**src/rtl/mmu_mem_arbiter.sv**
```systemverilog
// mmu_mem_arbiter: shares one physical memory port between the instruction
// side (page walker / fetch) and the data side (page walker / load-store).
//
// One memory transaction is granted at a time. The winner's request is
// registered and held on mem_* until mem_rvalid, and the response is routed
// to the owner only. A single bubble cycle in IDLE follows every access, so a
// requester that changes its address on the rvalid edge is sampled fresh.
//
// Ports
//   clk, rst                  clock, synchronous active-low reset
//   if_req/if_addr/if_flush   instruction-side request, address, abandon
//   if_rdata/if_rvalid        instruction-side response
//   d_req/d_addr/d_we/
//   d_wdata/d_wmask           data-side request
//   d_rdata/d_rvalid          data-side response
//   mem_req/mem_addr/mem_we/
//   mem_wdata/mem_wmask       registered request to memory
//   mem_rdata/mem_rvalid      memory response (read data or write ack)
//   timeout_err               one-cycle pulse when the response watchdog fires
//
// Build option
//   MMU_ARB_DATA_PRIORITY_EN  when defined, the data side always wins an IDLE
//                             tie; otherwise ties are resolved round-robin.
module mmu_mem_arbiter #(
  parameter int unsigned ADDR_W  = 64,
  parameter int unsigned DATA_W  = 64,
  parameter int unsigned TIMEOUT = 255,
  parameter int unsigned CNT_W   = 16
) (
  input  logic                clk,
  input  logic                rst,
  input  logic                if_req,
  input  logic [ADDR_W-1:0]   if_addr,
  output logic [DATA_W-1:0]   if_rdata,
  output logic                if_rvalid,
  input  logic                if_flush,
  input  logic                d_req,
  input  logic [ADDR_W-1:0]   d_addr,
  input  logic                d_we,
  input  logic [DATA_W-1:0]   d_wdata,
  input  logic [DATA_W/8-1:0] d_wmask,
  output logic [DATA_W-1:0]   d_rdata,
  output logic                d_rvalid,
  output logic                mem_req,
  output logic [ADDR_W-1:0]   mem_addr,
  output logic                mem_we,
  output logic [DATA_W-1:0]   mem_wdata,
  output logic [DATA_W/8-1:0] mem_wmask,
  input  logic [DATA_W-1:0]   mem_rdata,
  input  logic                mem_rvalid,
  output logic                timeout_err
);

  typedef enum logic [1:0] {StIdle, StGntIf, StGntD, StDrain} state_e;

  state_e           state_q;
  logic             last_if_q;  // 1: last completed owner was the IF side
  logic [CNT_W-1:0] cnt_q;

  logic             if_cand;
  logic             grant_if;
  logic             grant_d;
  logic             expired;
  logic [CNT_W-1:0] cnt_inc;

  // Response data is broadcast; only the owner's rvalid qualifies it.
  assign if_rdata = mem_rdata;
  assign d_rdata  = mem_rdata;

  // A flush in the same cycle as the response still discards it.
  assign if_rvalid = (state_q == StGntIf) && mem_rvalid && !if_flush;
  assign d_rvalid  = (state_q == StGntD) && mem_rvalid;

  // A flushing IF side is not a candidate for a new grant this cycle.
  assign if_cand = if_req && !if_flush;

`ifdef MMU_ARB_DATA_PRIORITY_EN
  assign grant_if = if_cand && !d_req;
`else
  assign grant_if = if_cand && (!d_req || !last_if_q);
`endif
  assign grant_d  = d_req && !grant_if;

  assign expired = (TIMEOUT != 0) && (cnt_q == CNT_W'(TIMEOUT));
  assign cnt_inc = (cnt_q == {CNT_W{1'b1}}) ? cnt_q : cnt_q + CNT_W'(1);

  always_ff @(posedge clk) begin
    if (!rst) begin
      state_q     <= StIdle;
      last_if_q   <= 1'b0;
      cnt_q       <= '0;
      mem_req     <= 1'b0;
      mem_addr    <= '0;
      mem_we      <= 1'b0;
      mem_wdata   <= '0;
      mem_wmask   <= '0;
      timeout_err <= 1'b0;
    end else begin
      timeout_err <= 1'b0;
      unique case (state_q)
        StIdle: begin
          // Stray responses while idle are ignored.
          if (grant_if) begin
            mem_addr  <= if_addr;
            mem_we    <= 1'b0;
            mem_wdata <= '0;
            mem_wmask <= '0;
            mem_req   <= 1'b1;
            cnt_q     <= '0;
            state_q   <= StGntIf;
          end else if (grant_d) begin
            mem_addr  <= d_addr;
            mem_we    <= d_we;
            mem_wdata <= d_wdata;
            mem_wmask <= d_wmask;
            mem_req   <= 1'b1;
            cnt_q     <= '0;
            state_q   <= StGntD;
          end
        end
        StGntIf: begin
          if (mem_rvalid) begin
            mem_req   <= 1'b0;
            last_if_q <= 1'b1;
            state_q   <= StIdle;
          end else if (expired) begin
            mem_req     <= 1'b0;
            timeout_err <= 1'b1;
            state_q     <= StIdle;
          end else if (if_flush) begin
            // Access stays outstanding at memory; wait it out without routing.
            cnt_q   <= '0;
            state_q <= StDrain;
          end else begin
            cnt_q <= cnt_inc;
          end
        end
        StGntD: begin
          if (mem_rvalid) begin
            mem_req   <= 1'b0;
            last_if_q <= 1'b0;
            state_q   <= StIdle;
          end else if (expired) begin
            mem_req     <= 1'b0;
            timeout_err <= 1'b1;
            state_q     <= StIdle;
          end else begin
            cnt_q <= cnt_inc;
          end
        end
        StDrain: begin
          if (mem_rvalid) begin
            mem_req   <= 1'b0;
            last_if_q <= 1'b1;
            state_q   <= StIdle;
          end else if (expired) begin
            mem_req     <= 1'b0;
            timeout_err <= 1'b1;
            state_q     <= StIdle;
          end else begin
            cnt_q <= cnt_inc;
          end
        end
        default: begin
          mem_req <= 1'b0;
          state_q <= StIdle;
        end
      endcase
    end
  end

endmodule

```
**config.mk**
```make
export PLATFORM = sky130hd
export DESIGN_NAME = mmu_mem_arbiter
export DESIGN_NICKNAME = d
export VERILOG_FILES = /design/src/rtl/mmu_mem_arbiter.sv
export SDC_FILE = /design/constraint.sdc
export NUM_CORES = 1
export LEC_CHECK = 0
export ABC_AREA = 1
export CORE_AREA = 2 2 211 213
export CTS_CLUSTER_DIAMETER = 150
export CTS_CLUSTER_SIZE = 14
export DETAILED_ROUTE_END_ITERATION = 7
export DIE_AREA = 0 0 213 215
export GPL_TIMING_DRIVEN = 0
export PLACE_DENSITY_LB_ADDON = 0.08
export REMOVE_ABC_BUFFERS = 1
export SYNTH_ARGS = -nofsm -noshare
export SYNTH_HDL_FRONTEND = slang
export SYNTH_SLANG_ARGS = --single-unit
```
**constraint.sdc**
```tcl
create_clock -name clk -period 2.3 [get_ports clk]
set_input_delay 0.575 -clock clk [delete_from_list [all_inputs] [get_ports clk]]
set_output_delay 0.575 -clock clk [all_outputs]
set_load 0.01 [all_outputs]
```
==> metrics.md, run 1 <==
| Metric | Value |
|---|---|
| Status | `finished, final reports clean` |
| Worst hold path type | `reg2reg` |
| Die X | `~210 µm` |
| Clock-pin slew on the worst setup and hold paths | `0.07 ns` |
| IO buf count | `around 350` |
| Setup Skew | `approximately 0.0074 ns` |
| Longest Clk Path Bufs | `2` |
| Peak supply drop | `0.469 mV` |
| Synth-to-Final Area Change | `51.8%` |
| H-tree depth | `4` |
| Initial antenna violation count | `4` |
| Post-synth cell types | `27` |
| Core Area | `around 44000 µm²` |
| Critical Path RT | `between 2 and 3 ns` |
| Vias per inst | `4.21` |
| CP arrival | `between 2 and 3 ns` |
| Slew HR | `54.3%` |
| Grt ovf | `0` |
| Maximum clock rate | `0.453 GHz` |
| Syn Std Cell Area | `7520 µm²` |
| CP Launch Type | `input port` |
| Starting density of the core | `17.2%` |
| Crit path max fanout | `approximately 40` |
| Post-synthesis sequential area ratio | `between 40% and 50%` |
| Share of layout cells above drive strength 1 | `6.09%` |
| Sink Count | `around 160` |
| R2R cell count | `9` |
| Chip height | `roughly 220 µm` |
| First-pass GRT wire length | `slightly below 60 mm` |
| Post-layout nets | `approximately 1500` |
| Per-cell routed wire length | `about 24 µm` |
| Tot GR Track Use | `approximately 18%` |
| Min Clock Period, post-route | `2.21 ns` |
| Worst R2R End | `mem_wdata[29]` |
| Final Cycle Share | `95.9%` |
| Later-pin clock latency in the skew report | `about 0.47 ns` |
| Setup tns final | `0 ns` |
| GP Congestion | `around 0.83` |
| Reg2reg setup slack | `0.32 ns` |
| CP endpoint | `cnt_q[12]` |
| Maxcap violations | `0` |
| Mean Syn Cell Area | `7.41 µm²` |
| Die area | `approximately 46000 µm²` |
| Root Driver | `clkbuf_16` |
| RSZ-0062 raised after global routing | `false` |
| Rows | `slightly below 80` |
| Initial drt markers | `roughly 360` |
| Vias in the first global route | `roughly 7600` |
| Fillers | `roughly 4800` |
| Routed WL | `roughly 43 mm` |
| Residual DRC | `0` |
| Final core utilization | `between 20% and 30%` |
| R2R Path Start | `last_if_q` |
| Crit path launch | `if_flush` |
| CTS tree | `yes` |
| Quantity of hold-fixing buffers added after cts | `0` |
| Pleak | `between 0.004 and 0.005 µW` |
| Syn. warnings | `0` |
| DR pass1 iterations | `5` |
| Dpl hpwl | `~31 mm` |
| Vias | `between 7000 and 8000` |
| Fin. max-slew vios | `0` |
| Kind of critical path | `in2reg` |
| Num ports | `between 500 and 600` |
| Final Setup Violations | `0` |
| Slew @ Worst Pin | `approximately 0.7 ns` |
| Final Hold Vio Count | `0` |
| Design Power | `a little over 10000 µW` |
| Hold WS | `approximately 0.46 ns` |
| Num CTS Buffers | `17` |
| PwrDens | `905 nW/µm²` |
| Pin count of the biggest net entering global routing | `76` |
| CP Capture Type | `flip-flop` |
| Post-Syn Instances | `about 1000` |
| Remaining antenna violation count | `0` |
| Synth Register Bits | `~160` |
synth_stat cells, drive strengths merged:
cell,n,area (µm²)
nand2,267,1030
buf,167,1170
dfxtp,158,3160
nand3,91,460
a21oi,89,468
o21ai,68,340
a31oi,65,407
nor2,36,155
clkbuf,30,113
inv,29,109
nand4,6,37.5
nor3,3,15.0
nor4,2,12.5
ha,1,12.5
nand3b,1,7.51
o21bai,1,7.51
xor2,1,8.76
critical path: stages:
cell and delay [ns]:
clkdlybuf4s50_1 0.49, inv_4 0.15, nand3_4 0.10, buf_16 0.20, a21oi_4 0.20, buf_12 0.18
inv_4 0.10, nand2_8 0.15, nand2_1 0.10, inv_1 0.14, nand2_1 0.08, a21oi_1 0.12
cell usage in the layout (no fill, tap or decap), types with 3 or more instances in the layout:
| cell type | synthesis | routed |
|---|---|---|
| clkdlybuf4s50_1 | 0 | 342 |
| nand2_1 | 262 | 261 |
| dfxtp_1 | 158 | 158 |
| nand3_1 | 90 | 89 |
| a21oi_1 | 87 | 87 |
| o21ai_0 | 68 | 68 |
| a31oi_1 | 65 | 65 |
| nor2_1 | 32 | 32 |
| inv_1 | 26 | 24 |
| clkbuf_16 | 0 | 18 |
| buf_12 | 0 | 7 |
| buf_4 | 130 | 7 |
| nand4_1 | 6 | 6 |
| clkbuf_8 | 0 | 5 |
| buf_16 | 0 | 4 |
| inv_4 | 0 | 3 |
| nor2_4 | 2 | 3 |
| nand2_4 | 3 | 3 |
| clkinvlp_4 | 0 | 3 |
where the power goes:
group | leakage (µW) | total [µW] | switching (µW) | internal, µW
registers | 0.00130 | 3530 | 269 | 3260
logic | 0.00251 | 3870 | 2030 | 1830
clock network | 0.000278 | 2940 | 1320 | 1630
total | 0.00409 | 10300 | 3620 | 6720
layout make-up:
type                       instances  area (µm²)  area share, %
inverter                          29         129           1.13
antenna                            1        2.50         0.0219
timing repair buffer             364        3770           33.0
clock buffer                      23         498           4.36
tap                              592         741           6.49
multi-input combinational        633        3030           26.6
clock inverter                     8        80.1          0.702
sequential                       158        3160           27.7
state kept, by name, indices dropped and copies added (netlist names):
| name | flops |
|---|---|
| state_q | 2 |
| mem_we | 1 |
| last_if_q | 1 |
| cnt_q | 16 |
| timeout_err | 1 |
| mem_addr | 64 |
| mem_wmask | 8 |
| mem_req | 1 |
| mem_wdata | 64 |
layer usage:
metal	vias up	part of all wire (%)	GRT usage, %
met1	3461	38	19.4
met4	13	1.3	5.27
met3	43	20	17.9
li1	3637	-	-
met2	463	40	24.6
met5	-	0.86	6.90
cells by family after synthesis:
| group | share of synthesized area [%] |
|---|---|
| simple gates | 22.9 |
| fa+ha+maj | 0.166 |
| buf+inv | 18.5 |
| xor+xnor | 0.117 |
| compound gates | 16.3 |
| flops | 42.1 |
worst min path at each step:
| stage | startpoint | to | cells after the start |
|---|---|---|---|
| 5_1_grt | mem_wdata[58] | mem_wdata[58] | 2 |
| 2_1_floorplan | cnt_q[2] | cnt_q[2] | 2 |
| 4_1_cts | mem_wdata[59] | mem_wdata[59] | 2 |
| 3_5_place_dp | mem_wdata[59] | mem_wdata[59] | 2 |
| 6_report | mem_wdata[32] | mem_wdata[32] | 2 |
| 3_3_place_gp | mem_wdata[57] | mem_wdata[57] | 2 |
metrics by stage:
stage	setup slack (ns)	area, µm²	std cells
4_1_cts	0.0442	11300	1805
3_3_place_gp	-8.96	10400	1757
6_report	0.0948	11400	1808
5_1_grt	0.00215	11400	1807
3_5_place_dp	-1.55	10700	1766
2_1_floorplan	-2.44	6230	818
what timing repair did:
action,in CTS,in global routing
pin swaps,3,1
buffers inserted,6,1
cloned,2,1
endpoints found under the setup margin,158,35
resized for setup,22,7
No activity file was read; power rests on OpenSTA's default activity.
==> run 2, diff against run 1 <==
--- a/config.mk
+++ b/config.mk
@@ -6,6 +6,7 @@
 export NUM_CORES = 1
 export LEC_CHECK = 0
 export ABC_AREA = 1
+export CAP_MARGIN = 5
 export CORE_AREA = 2 2 211 213
 export CTS_CLUSTER_DIAMETER = 150
 export CTS_CLUSTER_SIZE = 14
==> run 2 against run 1 <==
  * Register-to-register slack is essentially flat
  * Largest cell class unchanged
  * Highest routed layer unchanged
  * Clock skew grew 0.0036 ns
  * Critical path type is now in2out
  * Routed wire length grew 0.67%
  * Via count is essentially flat
  * Critical endpoint is now if_rvalid
  * Sequential power is essentially flat
  * Sequential share of layout area shrank 0.070 points
==> metrics.md, run 2 (synthesis results as in run 1) <==
| Metric | Value |
|---|---|
| Status | `finished, final reports clean (unchanged)` |
| Later-pin clock latency in the skew report | `0.47 ns (about the same)` |
| Setup tns final | `0 ns (unchanged)` |
| Placed Instances | `1766 (unchanged)` |
| Pleak | `0.00411 µW (was 0.00409 µW)` |
| Crit path max fanout | `4 (was 41)` |
| Root Driver | `clkbuf_16 (unchanged)` |
| Final Cycle Share | `96.5% (was 95.9%)` |
| Num CTS Buffers | `17 (unchanged)` |
| IO buf count | `347 (unchanged)` |
| Kind of critical path | `in2out (was in2reg)` |
| CTS tree | `yes (unchanged)` |
| Grt ovf | `0 (unchanged)` |
| Most frequent cells in the layout | `342 x clkdlybuf4s50_1, 261 x nand2_1, 158 x dfxtp_1, 89 x nand3_1, 87 x a21oi_1 (unchanged)` |
| Min Clock Period, post-route | `2.22 ns (was 2.21 ns)` |
| Peak supply drop | `0.578 mV (was 0.469 mV)` |
| CP Launch Type | `input port (unchanged)` |
| Initial antenna violation count | `3 (was 4)` |
| Largest registers | `mem_addr: 64 flops, mem_wdata: 64 flops, cnt_q: 16 flops (unchanged)` |
| DR pass1 iterations | `4 (was 5)` |
| RSZ-0062 raised after global routing | `true (was false)` |
| Chip height | `215 µm (unchanged)` |
| Post-layout nets | `1477 (was 1475)` |
| Fin. max-slew vios | `0 (unchanged)` |
| Remaining antenna violation count | `0 (unchanged)` |
| Dpl hpwl | `31.0 mm (was 30.9 mm)` |
| Pin count of the biggest net entering global routing | `76 (unchanged)` |
| Longest Clk Path Bufs | `2 (unchanged)` |
| First-pass GRT wire length | `58.3 mm (was 58.4 mm)` |
| Residual DRC | `0 (unchanged)` |
| Maxcap violations | `0 (unchanged)` |
| Sink Count | `158 (unchanged)` |
| Routed WL | `42.9 mm (was 42.6 mm)` |
| Initial drt markers | `358 (was 355)` |
| PwrDens | `912 nW/µm² (was 905 nW/µm²)` |
| Slew @ Worst Pin | `0.667 ns (was 0.685 ns)` |
| CP Capture Type | `primary output (was flip-flop)` |
| Tot GR Track Use | `18.3% (about the same)` |
| CP arrival | `1.65 ns (was 2.61 ns)` |
| Slew HR | `55.6% (was 54.3%)` |
| Core Area | `43600 µm² (unchanged)` |
| Vias per inst | `4.21 (about the same)` |
| Vias | `7610 (was 7617)` |
| Synth-to-Final Area Change | `52.2% (was 51.8%)` |
| Rows | `77 (unchanged)` |
| Die area | `45800 µm² (unchanged)` |
| H-tree depth | `4 (unchanged)` |
| Vias in the first global route | `7455 (was 7561)` |
| Num ports | `540 (unchanged)` |
| Maximum clock rate | `0.450 GHz (was 0.453 GHz)` |
| Die X | `213 µm (unchanged)` |
| Final Hold Vio Count | `0 (unchanged)` |
| Per-cell routed wire length | `23.7 µm (was 23.5 µm)` |
| Starting density of the core | `17.2% (unchanged)` |
| Final Non-Filler Cells | `1808 (unchanged)` |
| Clock-pin slew on the worst setup and hold paths | `0.07 ns (about the same)` |
| Commonest non-fill, non-tap cell in the layout | `clkdlybuf4s50_1 (unchanged)` |
| Final Setup Violations | `0 (unchanged)` |
| GP Congestion | `0.832 (unchanged)` |
| Critical Path RT | `1.73 ns (was 2.71 ns)` |
| Share of layout cells above drive strength 1 | `6.09% (unchanged)` |
| Setup Skew | `0.0110 ns (was 0.00740 ns)` |
| Worst hold path type | `reg2reg (unchanged)` |
==> run 2: worst max-delay path, cell delays in order <==
cell and delay (ns):
clkdlybuf4s50_1 0.54, inv_1 0.11, nor4_2 0.20, buf_2 0.21
==> run 2: through the flow <==
step / instance area (µm²) / utilization [%] / power [µW] / hold WS [ns] / setup WS (ns)
after floorplan: 6230 / - / 5010 / 0.466 / -2.44
after global placement: 10400 / 23.9 / 7140 / 0.449 / -8.96
after detailed placement: 10700 / 24.4 / 7270 / 0.451 / -1.57
after CTS: 11400 / 26.0 / 10600 / 0.462 / -0.00936
after global routing: 11400 / 26.2 / 11100 / 0.470 / -0.0119
final: 11400 / 26.2 / 10400 / 0.458 / 0.0796
==> run 2: per-layer routing <==
layer  GRT usage, %  share of wire [%]
met3           18.0                 20
met1           19.7                 39
met5           7.87               0.99
met2           24.2                 40
met4           4.73                1.2
==> run 2: final timing paths <==
check,start,end,slack (ns),cells after the start
worst max-delay path,mem_rvalid,if_rvalid,0.08,4
worst min-delay path,mem_wdata[59],mem_wdata[59],0.46,2
worst max register to register,last_if_q,mem_wdata[44],0.32,9
worst min register to register,mem_wdata[59],mem_wdata[59],0.46,2
==> run 2: timing repair <==
item | CTS | global route
buffers inserted | 6 | 2
gates cloned | 2 | 2
resized for setup | 21 | 6
pin swaps | 3 | 1
endpoints found under the setup margin | 158 | 79
hold buffers | 0 | 0
==> run 2: final cells by class <==
class,count,area (µm²)
fill,4783,32200
sequential,158,3160
inverter,29,129
multi-input combinational,633,3030
antenna,1,2.50
clock buffer,19,443
timing repair buffer,366,3790
clock inverter,10,141
tap,592,741
==> run 2: report_power, final <==
part           switching (µW)  internal, µW  leakage, µW
Clock                    1270          1720     0.000281
Combinational            2060          1860      0.00253
Sequential                268          3260      0.00130
==> run 3, diff against run 2 <==
--- a/config.mk
+++ b/config.mk
@@ -7,11 +7,11 @@
 export LEC_CHECK = 0
 export ABC_AREA = 1
 export CAP_MARGIN = 5
-export CORE_AREA = 2 2 211 213
+export CORE_AREA = 2 2 210 212
 export CTS_CLUSTER_DIAMETER = 150
 export CTS_CLUSTER_SIZE = 14
 export DETAILED_ROUTE_END_ITERATION = 7
-export DIE_AREA = 0 0 213 215
+export DIE_AREA = 0 0 212 214
 export GPL_TIMING_DRIVEN = 0
 export PLACE_DENSITY_LB_ADDON = 0.08
 export REMOVE_ABC_BUFFERS = 1
==> run 3 against run 2 <==
  * Die area is 0.93% lower
  * Combinational power is 3% lower
  * Power decreased by 2.4%
  * Register-to-register slack better by 0.06 ns
  * Clock-buffer cell count increased by 4
  * Global-route usage rose by 0.14 points
  * Via count is 0.68% lower
  * Hold slack worse by 0.016 ns
  * Cell area decreased by 0.44%
  * Sequential cell count stayed put
  * Sequential share of layout area is 0.12 points higher
  * Cell count fell by 0.28%
==> metrics.md, run 3 (synthesis results as in run 1) <==
| Metric | Value |
|---|---|
| Maxcap violations | `0 (unchanged)` |
| Dpl hpwl | `31.6 mm (was 31.0 mm)` |
| DR pass1 iterations | `5 (was 4)` |
| Int Pwr | `6640 µW (was 6840 µW)` |
| Slew HR | `54.4% (was 55.6%)` |
| Commonest non-fill, non-tap cell in the layout | `clkdlybuf4s50_1 (unchanged)` |
| Fin. max-slew vios | `0 (unchanged)` |
| Vias per inst | `4.19 (was 4.21)` |
| Later-pin clock latency in the skew report | `0.47 ns (about the same)` |
| CP arrival | `2.50 ns (was 1.65 ns)` |
| Clock-pin slew on the worst setup and hold paths | `0.07 ns (about the same)` |
| Initial antenna violation count | `5 (was 3)` |
| Pleak | `0.00409 µW (was 0.00411 µW)` |
| Longest Clk Path Bufs | `2 (unchanged)` |
| Die X | `212 µm (was 213 µm)` |
| Vias | `7558 (was 7610)` |
| Final Hold Vio Count | `0 (unchanged)` |
| Initial drt markers | `433 (was 358)` |
| Starting density of the core | `17.5% (was 17.2%)` |
| Placed Instances | `1761 (was 1766)` |
| Final worst slack | `0.172 ns (was 0.0796 ns)` |
| Share of layout cells above drive strength 1 | `5.85% (was 6.09%)` |
| Largest registers | `mem_addr: 64 flops, mem_wdata: 64 flops, cnt_q: 16 flops (unchanged)` |
| Reg2reg setup slack | `0.38 ns (was 0.32 ns)` |
| Num CTS Buffers | `17 (unchanged)` |
| Die area | `45400 µm² (was 45800 µm²)` |
| Flop pwr share | `34.7% (was 33.8%)` |
| GP Congestion | `0.874 (was 0.832)` |
| Status | `finished, final reports clean (unchanged)` |
| Place WS | `-1.45 ns (was -1.57 ns)` |
| Storage cell area | `3160 µm² (unchanged)` |
| PwrDens | `894 nW/µm² (was 912 nW/µm²)` |
| Sw power | `3550 µW (was 3600 µW)` |
| H-tree depth | `4 (unchanged)` |
| Kind of critical path | `in2reg (was in2out)` |
| Worst hold path type | `in2reg (was reg2reg)` |
| Maximum clock rate | `0.470 GHz (was 0.450 GHz)` |
| Final Non-Filler Cells | `1803 (was 1808)` |
| Vias in the first global route | `7422 (was 7455)` |
| Min Clock Period, post-route | `2.13 ns (was 2.22 ns)` |
| First-pass GRT wire length | `58.2 mm (was 58.3 mm)` |
| Final core utilization | `26.6% (was 26.2%)` |
| CTS tree | `yes (unchanged)` |
| Root Driver | `clkbuf_16 (unchanged)` |
| RSZ-0062 raised after global routing | `false (was true)` |
| Final Cycle Share | `92.5% (was 96.5%)` |
| Pin count of the biggest net entering global routing | `75 (was 76)` |
| Combinational share of power | `37.4% (was 37.6%)` |
| Design Power | `10200 µW (was 10400 µW)` |
| Most frequent cells in the layout | `340 x clkdlybuf4s50_1, 262 x nand2_1, 158 x dfxtp_1, 89 x nand3_1, 86 x a21oi_1 (was 342 x clkdlybuf4s50_1, 261 x nand2_1, 158 x dfxtp_1, 89 x nand3_1, 87 x a21oi_1)` |
| Fillers | `4706 (was 4783)` |
| Crit path max fanout | `49 (was 4)` |
| Critical Path RT | `2.68 ns (was 1.73 ns)` |
| Num ports | `540 (unchanged)` |
| Tot GR Track Use | `18.4% (was 18.3%)` |
| Remaining antenna violation count | `0 (unchanged)` |
| Sink Count | `158 (unchanged)` |
| Hold WS | `0.442 ns (was 0.458 ns)` |
| Grt ovf | `0 (unchanged)` |
| Slew @ Worst Pin | `0.683 ns (was 0.667 ns)` |
| Sw Share | `34.8% (was 34.5%)` |
| Residual DRC | `0 (unchanged)` |
| Rows | `76 (was 77)` |
| Peak supply drop | `0.463 mV (was 0.578 mV)` |
| Footprint of the multi-input gates | `3000 µm² (was 3030 µm²)` |
| Final Setup Violations | `0 (unchanged)` |
| Core Area | `42900 µm² (was 43600 µm²)` |
| Synth-to-Final Area Change | `51.6% (was 52.2%)` |
| CP Launch Type | `input port (unchanged)` |
| IO buf count | `347 (unchanged)` |
| Quantity of hold-fixing buffers added after cts | `0 (unchanged)` |
| Routed WL | `42.4 mm (was 42.9 mm)` |
| CP Capture Type | `flip-flop (was primary output)` |
| Chip height | `214 µm (was 215 µm)` |
| Setup Skew | `0.00722 ns (was 0.0110 ns)` |
| Clock Power Share | `27.9% (was 28.6%)` |
| Post-layout nets | `1476 (was 1477)` |
| Per-cell routed wire length | `23.5 µm (was 23.7 µm)` |
[run 3: cell types whose count changed in the layout (fill, tap and decap cells not counted), sizes merged]
cell / delta
bufinv: -2
nand3: -1
diode: +3
clkinvlp: -1
clkbuf: +3
clkdlybuf4s15: +2
bufbuf: +1
clkdlybuf4s50: -2
clkinv: -1
a21oi: -1
dlygate4sd2: +2
buf: -1
[run 3: layout make-up]
cell class / count / area share [%]
antenna: 4 / 0.0879
clock buffer: 23 / 4.20
clock inverter: 6 / 0.538
inverter: 29 / 1.07
multi-input combinational: 631 / 26.4
sequential: 158 / 27.8
tap: 585 / 6.42
timing repair buffer: 367 / 33.6
[run 3: worst paths after layout]
| kind | start | to | cells past startpoint |
|---|---|---|---|
| max | d_req | cnt_q[10] | 14 |
| min | d_req | mem_wdata[43] | 3 |
| min reg2reg | mem_wdata[30] | mem_wdata[30] | 2 |
| max reg2reg | last_if_q | cnt_q[10] | 12 |
[run 3: timing repair]
action,4_1_cts,5_1_grt
pin swaps,4,1
resized for setup,15,4
hold endpoints to repair,0,0
setup endpoints to repair,158,67
gates cloned,1,1
buffers inserted,6,1
[run 3: layer usage]
layer	part of all wire, %	track usage (%)
met1	39	20.3
met2	39	23.8
met3	20	18.1
met4	1.2	4.74
met5	1.2	8.51
[run 3: critical path, stage by stage]
cell,delay (ns)
buf_4,0.15
buf_16,0.19
nand2_1,0.14
nand3_4,0.11
buf_16,0.22
a21oi_4,0.22
buf_12,0.19
inv_8,0.10
nand2_8,0.15
nand2_1,0.08
nand2_2,0.16
nor2_1,0.07
nand2_1,0.06
inv_1,0.03
[run 3: power by group through the flow]
stage	logic, µW	clock network [µW]	registers [µW]
3_3_place_gp	3550	0	3570
4_1_cts	3870	3000	3530
3_5_place_dp	3700	0	3580
2_1_floorplan	1230	0	3780
6_report	3810	2840	3540
5_1_grt	4180	3090	3600
[run 3: per-stage QoR]
stage | instance area, µm² | TNS (ns)
2_1_floorplan | 6230 | -264.77
3_3_place_gp | 10400 | -1177.56
3_5_place_dp | 10700 | -153.04
4_1_cts | 11300 | 0
5_1_grt | 11400 | 0
6_report | 11400 | 0
